`config.mk`:
```
export PLATFORM = sky130hd
export DESIGN_NAME = shift_right_serial
export DESIGN_NICKNAME = d
export VERILOG_FILES = /design/src/rtl/shift_pkg.sv /design/src/rtl/shift_right_step.sv /design/src/rtl/shift_right_serial.sv
export SDC_FILE = /design/constraint.sdc
export NUM_CORES = 1
export LEC_CHECK = 0
export BUFFER_PORTS_ARGS = -buffer_cell sky130_fd_sc_hd__clkbuf_2
export CAP_MARGIN = 20
export CORE_MARGIN = 8
export CORE_UTILIZATION = 55
export CTS_BUF_LIST = sky130_fd_sc_hd__clkbuf_8
export CTS_CLUSTER_DIAMETER = 40
export CTS_CLUSTER_SIZE = 10
export DETAILED_ROUTE_END_ITERATION = 10
export PLACE_DENSITY = 0.82
export SLEW_MARGIN = 5
export SYNTH_ARGS = -nofsm -noshare
export SYNTH_HDL_FRONTEND = slang
export SYNTH_SLANG_ARGS = --single-unit
```
`constraint.sdc`:
```
create_clock -name clk -period 4.7 [get_ports clk]
set_input_delay 0 -clock clk [delete_from_list [all_inputs] [get_ports clk]]
set_output_delay 0 -clock clk [all_outputs]
set_load 0.05 [all_outputs]
```
`src/rtl/shift_pkg.sv`:
```
// Shared definitions for the serial right-shift unit: mode codes and FSM states.
package shift_pkg;

  localparam logic [1:0] MODE_SRL = 2'b00;
  localparam logic [1:0] MODE_SRA = 2'b01;
  localparam logic [1:0] MODE_ROR = 2'b10;

  typedef enum logic [1:0] {
    IDLE  = 2'd0,
    SHIFT = 2'd1,
    DONE  = 2'd2
  } state_t;

endpackage

```
`src/rtl/shift_right_step.sv`:
```
// One-position right shift (logical, arithmetic or rotate). Purely combinational.
module shift_right_step
  import shift_pkg::*;
#(
  parameter int WIDTH = 32
) (
  input  logic [WIDTH-1:0] data_in,
  input  logic [1:0]       mode,
  output logic [WIDTH-1:0] data_out
);

  always_comb begin
    // NOTE: default first so every path assigns data_out and no latch is inferred.
    data_out = {1'b0, data_in[WIDTH-1:1]};
    case (mode)
      MODE_SRA: data_out = {data_in[WIDTH-1], data_in[WIDTH-1:1]};
      MODE_ROR: data_out = {data_in[0], data_in[WIDTH-1:1]};
      default:  data_out = {1'b0, data_in[WIDTH-1:1]};  // SRL and reserved code
    endcase
  end

endmodule

```
`src/rtl/shift_right_serial.sv`:
```
// Multi-cycle right shifter (SRL/SRA/ROR), one bit per clock, valid/ready on both sides.
module shift_right_serial
  import shift_pkg::*;
#(
  parameter int WIDTH   = 32,
  parameter int SHAMT_W = 5
) (
  input  logic               clk,
  input  logic               rst,
  input  logic               flush,
  input  logic               in_valid,
  output logic               in_ready,
  input  logic [WIDTH-1:0]   operand,
  input  logic [SHAMT_W-1:0] shamt,
  input  logic [1:0]         mode,
  output logic               out_valid,
  input  logic               out_ready,
  output logic [WIDTH-1:0]   result,
  output logic               busy
);

  state_t             state, state_nxt;
  logic [WIDTH-1:0]   data, data_step;
  logic [SHAMT_W-1:0] count;
  logic [1:0]         mode_q;
  logic               accept;

  assign in_ready  = (state == IDLE) && !flush && !rst;
  assign accept    = in_valid && in_ready;
  assign out_valid = (state == DONE);
  assign busy      = (state != IDLE);

  shift_right_step #(.WIDTH(WIDTH)) u_step (
    .data_in  (data),
    .mode     (mode_q),
    .data_out (data_step)
  );

  always_comb begin
    state_nxt = state;
    case (state)
      IDLE:    if (accept) state_nxt = (shamt == '0) ? DONE : SHIFT;
      SHIFT:   if (count == SHAMT_W'(1)) state_nxt = DONE;
      DONE:    if (out_ready) state_nxt = IDLE;
      default: state_nxt = IDLE;
    endcase
    // Flush wins over an accept or an output transfer in the same cycle.
    if (flush) state_nxt = IDLE;
  end

  always_ff @(posedge clk) begin
    // NOTE: non-blocking assignments so every register samples pre-edge values.
    if (rst) begin
      state  <= IDLE;
      data   <= '0;
      count  <= '0;
      mode_q <= MODE_SRL;
      result <= '0;
    end else begin
      state <= state_nxt;
      if (flush) begin
        count <= '0;
      end else if (accept) begin
        data   <= operand;
        count  <= shamt;
        mode_q <= mode;
        if (shamt == '0) result <= operand;
      end else if (state == SHIFT) begin
        data  <= data_step;
        count <= count - 1'b1;
        if (count == SHAMT_W'(1)) result <= data_step;
      end
    end
  end

endmodule
```
==> results.py, run 1 <==
metrics = {
    "clocking": {
        "hold_buffers": 31,
        "root_buffer": "clkbuf_8",
        "clk_path_buf_depth": 2,
        "clkTransAtPathRegs_ns": 0.08,
        "clock_sinks": 73,
        "numCtsBuffers": 9,
        "clock_latency_ns": 0.35,
        "cts_setup_buffers": 0,
        "cts_tree": "built",
        "cts_resized": 0,
        "htreeDepth": 3,
    },
    "timing": {
        "clock_skew_ns": 0.00667,
        "setup_tns_ns": 0,
        "worstMarginPinSlew_ns": 1.05,
        "setup_viol": 0,
        "grt_setup_unrepaired": "false",
        "fin_crit_ns": 3.14,
        "fmax_mhz": 319,
        "hold_violations": 0,
        "max-slew-margin-rel_pct": 30.0,
        "fin_crit_sh_pct": 66.8,
        "drv_slew": 0,
    },
    "critical_path": {
        "r2r_end": "result[22]$_SDFFE_PP0P_",
        "crit_type": "flip-flop to flip-flop",
        "cp_max_fo": 27,
        "r2r_slack_ns": 1.56,
        "rr_startpoint": "state[0]$_SDFFE_PP0P_",
        "start_kind": "flip-flop",
        "worstSetupStartpoint": "state[0]$_SDFFE_PP0P_",
        "worst-endpoint-required_ns": 4.95,
        "critPathCapture": "result[22]$_SDFFE_PP0P_",
        "end_kind": "flip-flop",
        "r2r.worst_path.cells": 4,
        "cp_data_arrival_time_ns": 3.38,
    },
    "drt": {
        "finalWirelength_um": 9240,
        "routed_via_density": 5.96,
        "drc": 0,
        "detail-route-antenna-nets": 0,
        "drt_iter0_markers": 257,
        "wire_per_inst_um": 16.1,
        "dr.pass1.iters": 5,
        "vias": 3421,
    },
    "yosys": {
        "yosysWarnings": 0,
        "syn-num-nets": 454,
        "async_flop_share_pct": 0,
        "syn_area_per_cell_um2": 8.87,
        "synthCells": 406,
        "seq_area_frac_synth_pct": 40.6,
        "synth_seq_cells": 73,
        "synth_cell_types": 44,
        "synth_area_mm2": 0.00360,
        "synth_edf_count": 0,
        "synth_flop_cell": "dfxtp_1",
    },
    "power_and_ir_drop": {
        "peakVddDrop_mv": 0.199,
        "p_per_area_mw_per_mm2": 294,
        "leakagePower_nw": 1.72,
    },
    "cells_and_area": {
        "antenna_cells": 0,
        "final_cell_mix": "clkbuf_2 (78), dfxtp_1 (73), nor2_1 (42)",
        "nets": 541,
        "syn_to_final_growth_pct": 22.8,
        "drive_gt1_share_pct": 25.6,
        "instances_no_fill": 574,
        "final_common_cell": "clkbuf_2",
    },
    "run_status": {
        "outcome": "finished clean",
    },
    "place": {
        "place_inst": 528,
        "hpwl_um": 5910,
        "portBuffers": 78,
        "gp_congestion": 0.876,
    },
    "min_path": {
        "hold_path_class": "primary input to flip-flop",
        "min_from": "operand[31]",
        "worstHoldPathCells": 3,
    },
    "global_routing": {
        "grt_use_total_pct": 19.2,
        "antenna_found_initial": 0,
        "grt_overflow_total": 0,
        "grt_pass1_vias": 3220,
        "grt_pass1_wl_um": 15200,
        "grt_max_degree": 92,
    },
    "floorplan": {
        "coreArea_mm2": 0.00635,
        "die_w_um": 96.9,
        "design.die.area_mm2": 0.00940,
        "io-pin-count": 79,
        "fp.dieH_um": 96.9,
        "initial_utilization_pct": 56.7,
        "core.rowCount": 29,
    },
    "job": {
        "max_cap_viol_count": 0,
    },
}
-- final cells by class --
type | count | area [um^2]
Timing Repair Buffer | 113 | 731
Clock buffer | 12 | 165
Tap cell | 77 | 96.3
Fill cell | 477 | 1930
Inverter | 16 | 60.1
Sequential cell | 73 | 1460
Clock inverter | 3 | 23.8
Multi-Input combinational cell | 280 | 1890
-- kinds of logic (layout without fill, tap and decap cells) --
| group | Yosys count | in the layout | share of synthesized area, % |
|---|---|---|---|
| and+or+nand+nor | 136 | 136 | 19.3 |
| AOI/OAI and AO/OA | 116 | 116 | 22.2 |
| DFF | 73 | 73 | 40.6 |
| buffers and inverters | 53 | 144 | 7.09 |
| muxes | 23 | 23 | 9.17 |
| adders and majority gates | 4 | 4 | 1.39 |
| xor gates and xnor gates | 1 | 1 | 0.243 |
-- per-layer routing --
metal  vias to the layer above  track usage [%]  part of all wire [%]
li1                       1654                -                     -
met1                      1590             24.0                    45
met2                       146             29.1                    45
met3                        31             5.33                   7.0
met4                         0             10.8                   3.3
met5                         -                0                     0
-- worst max-delay path, stage by stage (launching register included) --
cell     delay, ns
dfxtp_1       0.41
or4_4         0.73
or4_4         0.61
a21oi_4       0.85
mux2_2        0.42
-- power by group --
part | switching [mW] | leakage (nW) | internal, mW
registers | 0.0129 | 0.593 | 0.641
logic | 0.101 | 1.04 | 0.0715
clock network | 0.239 | 0.0911 | 0.234
-- through the flow --
step | setup WS (ns) | cell area, um^2 | hold slack [ns] | utilization (%) | power (mW)
after global placement | 1.62 | 3930 | 0.249 | 61.8 | 0.812
after CTS | 1.56 | 4420 | 0.0281 | 69.7 | 1.30
after detailed placement | 1.57 | 3930 | 0.252 | 61.8 | 0.816
final | 1.56 | 4420 | 0.0310 | 69.7 | 1.30
after floorplan | 2.20 | 3600 | 0.136 | - | 0.773
after global routing | 1.42 | 4420 | 0.0599 | 69.7 | 1.35
-- cells in the mapped netlist, types with 2 or more instances --
library cell | count | area [um^2]
buf_6 | 3 | 33.8
or4_1 | 2 | 15.0
nand2_1 | 6 | 22.5
a21boi_0 | 9 | 67.6
clkbuf_1 | 31 | 116
dfxtp_1 | 73 | 1460
nand3_1 | 24 | 120
nor3_1 | 20 | 100
or2_2 | 2 | 12.5
buf_12 | 2 | 40.0
inv_1 | 15 | 56.3
or4_4 | 2 | 22.5
and3_1 | 8 | 50.1
o21ai_0 | 24 | 120
a211oi_1 | 11 | 82.6
nor2_1 | 42 | 158
mux2_2 | 4 | 45.0
a311oi_1 | 23 | 201
ha_1 | 4 | 50.1
a2111oi_0 | 8 | 70.1
a221oi_1 | 2 | 17.5
mux2_4 | 19 | 285
a21oi_1 | 27 | 135
nor2b_1 | 25 | 156
-- worst min path at each step --
stage                         endpoint  slack, ns
2_1_floorplan   mode_q[0]$_SDFFE_PP0P_       0.14
3_3_place_gp    mode_q[0]$_SDFFE_PP0P_       0.25
3_5_place_dp    mode_q[1]$_SDFFE_PP0P_       0.25
4_1_cts          count[2]$_SDFFE_PP0N_       0.03
5_1_grt        result[31]$_SDFFE_PP0P_       0.06
6_report       result[31]$_SDFFE_PP0P_       0.03
-- state kept, by name (all words and copies together) (netlist names) --
name,flops
state,2
mode_q,2
count,5
result,32
data,32
No activity file was read; power rests on OpenSTA's default activity.
==> run 2: changes to the inputs <==
Settings changed: ABC_AREA set to 1, PLACE_DENSITY 0.82 to 0.83.
Clock period 4.7 ns to 3.1 ns, I/O delays scaled along.
==> run 2 against run 1 <==
  * Worst setup slack worse by 0.77 ns
  * Cell area is 10% lower
  * Cell count is 14% higher
  * Largest power group unchanged
  * Utilization is 2.3 points lower
==> results.py, run 2 <==
metrics = {
    "global_routing": {
        "antenna_found_initial": 0,
        "grt_max_degree": 67,
        "grt_use_total_pct": 17.6,
        "grt_pass1_vias": 3029,
        "grt_pass1_wl_um": 12700,
        "grt_overflow_total": 0,
    },
    "drt": {
        "dr.pass1.iters": 4,
        "finalWirelength_um": 7470,
        "wire_per_inst_um": 11.4,
        "vias": 3122,
        "drc": 0,
        "drt_iter0_markers": 134,
        "detail-route-antenna-nets": 0,
        "routed_via_density": 4.77,
    },
    "cells_and_area": {
        "syn_to_final_growth_pct": 19.0,
        "nets": 623,
        "biggestRegsByFlops": "data: 32 flops, result: 32 flops, count: 5 flops",
        "final_cell_mix": "nand2_1 (179), clkbuf_2 (78), nor2_1 (74)",
        "final_common_cell": "nand2_1",
        "antenna_cells": 0,
        "drive_gt1_share_pct": 18.3,
        "design_area_mm2": 0.00396,
        "instances_no_fill": 655,
        "nFillCells": 523,
    },
    "floorplan": {
        "io-pin-count": 79,
        "design.die.area_mm2": 0.00881,
        "initial_utilization_pct": 56.6,
        "die_w_um": 93.8,
        "fp.dieH_um": 93.8,
        "coreArea_mm2": 0.00589,
        "core.rowCount": 28,
    },
    "timing": {
        "layout_setup_ws_ns": 0.794,
        "worstMarginPinSlew_ns": 1.04,
        "grt_setup_unrepaired": "false",
        "setup_viol": 0,
        "hold_violations": 0,
        "fin_crit_ns": 2.31,
        "setup_tns_ns": 0,
        "drv_slew": 0,
        "fin_crit_sh_pct": 74.4,
        "clock_skew_ns": 0.0107,
        "fmax_mhz": 434,
        "max-slew-margin-rel_pct": 30.8,
    },
    "min_path": {
        "hold_path_class": "primary input to flip-flop",
    },
    "clocking": {
        "numCtsBuffers": 9,
        "htreeDepth": 3,
        "cts_setup_buffers": 0,
        "clk_path_buf_depth": 2,
        "root_buffer": "clkbuf_8",
        "clkTransAtPathRegs_ns": 0.08,
        "clock_sinks": 73,
        "cts_tree": "built",
        "clock_latency_ns": 0.35,
    },
    "place": {
        "post_dp_cell_area_mm2": 0.00369,
        "place_ws_ns": 0.773,
        "place_inst": 629,
        "gp_congestion": 0.876,
        "hpwl_um": 5160,
        "portBuffers": 78,
    },
    "critical_path": {
        "crit_type": "flip-flop to flip-flop",
        "r2r_end": "result[29]$_SDFFE_PP0P_",
        "cp_data_arrival_time_ns": 2.55,
        "start_kind": "flip-flop",
        "cp_max_fo": 62,
        "r2r_slack_ns": 0.79,
        "r2r.worst_path.cells": 8,
        "worst-endpoint-required_ns": 3.34,
        "rr_startpoint": "state[0]$_SDFFE_PP0P_",
        "worstSetupStartpoint": "state[0]$_SDFFE_PP0P_",
        "end_kind": "flip-flop",
        "critPathCapture": "result[29]$_SDFFE_PP0P_",
    },
    "yosys": {
        "synth_area_mm2": 0.00333,
        "synth_top_family_by_area": "simple AND/OR/NAND/NOR gates",
        "syn_area_per_cell_um2": 6.65,
        "synth_edf_count": 0,
        "synthTopCellsByCount": "nand2_1 (179), nor2_1 (74), dfxtp_1 (73), inv_1 (49), a21oi_1 (35)",
        "async_flop_share_pct": 0,
        "synth_top_cell_area_share_pct": 43.9,
        "ys_top_cells_by_area": "dfxtp_1 (44%), nand2_1 (20%), nor2_1 (8.3%)",
        "synth_seq_cells": 73,
        "muxShareOfSynthArea_pct": 0,
        "synth_flop_cell": "dfxtp_1",
        "synthCells": 501,
        "seq_area_frac_synth_pct": 43.9,
        "yosysMostFrequentCell": "nand2_1",
        "synthAdderAreaFrac_pct": 1.50,
        "synth_cell_types": 26,
        "syn-num-nets": 549,
        "synthSimpleGateAreaFrac_pct": 33.1,
        "synthXorXnorAreaFrac_pct": 0.263,
        "yosysWarnings": 0,
        "synth_compound_area_share_pct": 11.6,
        "synth_largest_area_cell": "dfxtp_1",
    },
    "power_and_ir_drop": {
        "total_power_mw": 1.86,
        "peakVddDrop_mv": 0.283,
        "p_per_area_mw_per_mm2": 468,
        "leakagePower_nw": 1.98,
    },
    "job": {
        "max_cap_viol_count": 0,
    },
    "run_status": {
        "outcome": "finished clean",
    },
}
## run 2: cell types whose count changed after synthesis, sizes merged, moves of 20 or more
cell	previous run	this run
a311oi	23	0
inv	15	50
mux2	23	0
nand2	6	184
nor2	42	78
nor2b	25	0
nor3	20	0
## run 2: repair_timing
action,CTS,global route
resized for setup,0,0
hold buffers,10,0
endpoints found under the hold margin,7,0
setup endpoints to repair,0,0
## run 2: routing by layer
| metal | up-vias | track usage, % | routed length (um) |
|---|---|---|---|
| met4 | 0 | 10.8 | 193 |
| li1 | 1679 | - | - |
| met1 | 1343 | 19.8 | 3360 |
| met5 | - | 0 | 0 |
| met2 | 80 | 29.4 | 3500 |
| met3 | 20 | 4.24 | 407 |
## run 2: how the worst min path moves through the flow
stage	startpoint	endpoint	slack (ns)	cells after the start
3_5_place_dp	shamt[0]	count[0]$_SDFFE_PP0N_	0.28	3
3_3_place_gp	out_ready	state[1]$_SDFFE_PP0P_	0.28	4
4_1_cts	operand[12]	result[12]$_SDFFE_PP0P_	0.02	5
6_report	operand[15]	result[15]$_SDFFE_PP0P_	0.02	5
5_1_grt	operand[16]	result[16]$_SDFFE_PP0P_	0.03	5
2_1_floorplan	rst	count[4]$_SDFFE_PP0N_	0.16	3
## run 2: critical path, stage by stage (launching register included)
cell	delay (ns)
dfxtp_1	0.35
nor2_4	0.18
nand3_4	0.26
nand2_2	0.19
nand2_4	0.24
nor2_8	0.67
nand2_1	0.15
nand2_1	0.10
nor2_1	0.06
## run 2: metrics by stage
step | hold WS (ns) | util, %
global route | 0.0307 | 67.3
global placement | 0.279 | 62.7
detailed placement | 0.281 | 62.7
finish | 0.0205 | 67.3
floorplan | 0.160 | -
CTS | 0.0172 | 67.3
## run 2: area by class of cell
type / instances / area, um^2 / area share (%)
inverter: 50 / 188 / 4.73
clock buffer: 11 / 151 / 3.82
tap: 75 / 93.8 / 2.37
sequential: 73 / 1460 / 36.9
timing repair buffer: 89 / 498 / 12.6
clock inverter: 5 / 22.5 / 0.568
multi-input combinational: 352 / 1550 / 39.1
## run 2: kinds of logic after synthesis
kind of cell	count (synthesis)
and+or+nand+nor	271
AOI/OAI and AO/OA	76
buffers and inverters	76
DFF	73
adders and majority gates	4
xor gates and xnor gates	1
## run 2: where the power goes
part / switching, mW / internal, mW
clock: 0.333 / 0.324
combinational: 0.143 / 0.0819
sequential: 0.00962 / 0.965
total: 0.486 / 1.37
==> run 3: changes to the inputs <==
Clock period 3.1 ns to 2.4 ns, I/O delays scaled along.
==> run 3 against run 2 <==
  * Clock skew decreased by 0.0065 ns
  * Hold slack got worse by 0.0033 ns
  * Routed wire length increased by 3.4%
  * Via count increased by 1.7%
  * Worst setup slack got worse by 0.37 ns
  * Utilization increased by 0.64 points
  * First-iteration DRC count increased by 24%
  * Register-to-register slack got worse by 0.35 ns
  * Sequential power increased by 29%
  * Cell count increased by 0.46%
  * Critical path type is now primary input to flip-flop
  * Highest routed layer unchanged
==> results.py, run 3 (same netlist as run 2, synthesis figures left out) <==
metrics = {
    "timing": {
        "drv_slew": 0,
        "fin_crit_ns": 1.97,
        "hold_violations": 0,
        "fin_crit_sh_pct": 82.2,
        "max-slew-margin-rel_pct": 49.1,
        "clock_skew_ns": 0.00421,
        "fmax_mhz": 507,
        "grt_setup_unrepaired": "false",
        "setup_tns_ns": 0,
        "worstMarginPinSlew_ns": 0.763,
        "setup_viol": 0,
    },
    "power_and_ir_drop": {
        "leakagePower_nw": 2.00,
        "p_int_mw": 1.85,
        "switching_share_pct": 25.5,
        "power.switching_uw": 634,
        "pwr-share-seq_pct": 50.7,
        "pwr-share-comb_pct": 11.9,
        "peakVddDrop_mv": 0.378,
        "clkPwrFrac_pct": 37.4,
        "p_per_area_mw_per_mm2": 620,
    },
    "clocking": {
        "clock_sinks": 73,
        "cts_tree": "built",
        "clk_path_buf_depth": 2,
        "cts_setup_buffers": 0,
        "cts_resized": 0,
        "htreeDepth": 3,
        "root_buffer": "clkbuf_8",
        "numCtsBuffers": 9,
        "clkTransAtPathRegs_ns": 0.07,
        "clock_latency_ns": 0.34,
    },
    "drt": {
        "drt_iter0_markers": 166,
        "drc": 0,
        "wire_per_inst_um": 11.7,
        "detail-route-antenna-nets": 0,
        "routed_via_density": 4.82,
        "finalWirelength_um": 7720,
        "vias": 3174,
        "dr.pass1.iters": 5,
    },
    "floorplan": {
        "fp.dieH_um": 93.8,
        "io-pin-count": 79,
        "die_w_um": 93.8,
        "coreArea_mm2": 0.00589,
        "design.die.area_mm2": 0.00881,
        "initial_utilization_pct": 56.6,
        "core.rowCount": 28,
    },
    "cells_and_area": {
        "syn_to_final_growth_pct": 20.1,
        "final_common_cell": "nand2_1",
        "antenna_cells": 0,
        "final_cell_mix": "nand2_1 (179), clkbuf_2 (78), nor2_1 (74)",
        "nets": 626,
        "drive_gt1_share_pct": 18.5,
        "biggestRegsByFlops": "data: 32 flops, result: 32 flops, count: 5 flops",
        "utilization_pct": 68.0,
        "instances_no_fill": 658,
    },
    "global_routing": {
        "grt_overflow_total": 0,
        "grt_use_total_pct": 18.6,
        "grt_max_degree": 68,
        "antenna_found_initial": 0,
        "grt_pass1_wl_um": 13400,
        "grt_pass1_vias": 3173,
    },
    "critical_path": {
        "r2r_end": "result[2]$_SDFFE_PP0P_",
        "worst-endpoint-required_ns": 2.64,
        "r2r_slack_ns": 0.44,
        "end_kind": "flip-flop",
        "rr_startpoint": "state[0]$_SDFFE_PP0P_",
        "cp_data_arrival_time_ns": 2.21,
        "start_kind": "primary input",
        "r2r.worst_path.cells": 8,
        "crit_type": "primary input to flip-flop",
        "cp_max_fo": 62,
    },
    "run_status": {
        "outcome": "finished clean",
    },
    "job": {
        "max_cap_viol_count": 0,
    },
    "min_path": {
        "worstHoldPathCells": 5,
        "hold_path_class": "primary input to flip-flop",
        "hold-path-endpoint": "result[22]$_SDFFE_PP0P_",
        "min_from": "operand[22]",
    },
    "place": {
        "gp_congestion": 0.887,
        "hpwl_um": 5220,
        "portBuffers": 78,
        "place_inst": 632,
    },
}
## run 3: how the worst max path moves through the flow
stage / from / end / slack [ns] / cells after the start
floorplan: state[0]$_SDFFE_PP0P_ / result[0]$_SDFFE_PP0P_ / 1.02 / 9
global placement: state[0]$_SDFFE_PP0P_ / result[1]$_SDFFE_PP0P_ / 0.55 / 8
detailed placement: state[0]$_SDFFE_PP0P_ / result[29]$_SDFFE_PP0P_ / 0.47 / 8
CTS: state[0]$_SDFFE_PP0P_ / result[2]$_SDFFE_PP0P_ / 0.43 / 8
global route: state[0]$_SDFFE_PP0P_ / result[20]$_SDFFE_PP0P_ / 0.25 / 8
finish: flush / result[2]$_SDFFE_PP0P_ / 0.43 / 10
## run 3: metrics by stage
step / power, mW / cell area, um^2 / setup WS [ns] / hold WS, ns
after CTS: 2.50 / 4000 / 0.430 / 0.00591
after global placement: 1.56 / 3710 / 0.554 / 0.279
after floorplan: 1.49 / 3330 / 1.02 / 0.160
after detailed placement: 1.57 / 3710 / 0.470 / 0.294
after global routing: 2.61 / 4000 / 0.251 / 0.0425
final: 2.48 / 4000 / 0.426 / 0.0172
## run 3: cell type report
| cell class | instances | area [um^2] |
|---|---|---|
| Timing Repair Buffer | 92 | 520 |
| Multi-Input combinational cell | 352 | 1550 |
| Tap cell | 75 | 93.8 |
| Clock buffer | 10 | 138 |
| Clock inverter | 6 | 51.3 |
| Sequential cell | 73 | 1460 |
| Inverter | 50 | 188 |
| Fill cell | 528 | 1880 |
## run 3: repair_timing
action                                 CTS  global route
setup endpoints to repair                0             0
endpoints found under the hold margin    7             0
hold buffers                            10             0
## run 3: critical path, stage by stage
cell and delay (ns):
dlygate4sd3_1 0.55, clkbuf_2 0.14, nor2_4 0.19, nand3_4 0.11
nand2_2 0.11, nand2_4 0.16, nor2_8 0.63, nand2_1 0.12
nand2_1 0.10, nor2_1 0.05
## run 3: per-layer routing
metal  wire length (um)  share of wire [%]  track usage, %  vias up
li1                   -                  -               -     1687
met1               3290                 43            19.7     1391
met2               3740                 48            32.0       78
met3                475                6.2            5.28       18
met4                212                2.7            11.2        0
met5                  0                  0               0        -
## run 3: power groups by stage
stage	clock network (mW)	registers, mW	logic (mW)
2_1_floorplan	0	1.30	0.183
3_3_place_gp	0	1.29	0.276
3_5_place_dp	0	1.29	0.280
4_1_cts	0.948	1.26	0.295
5_1_grt	1.01	1.26	0.335
6_report	0.928	1.26	0.295
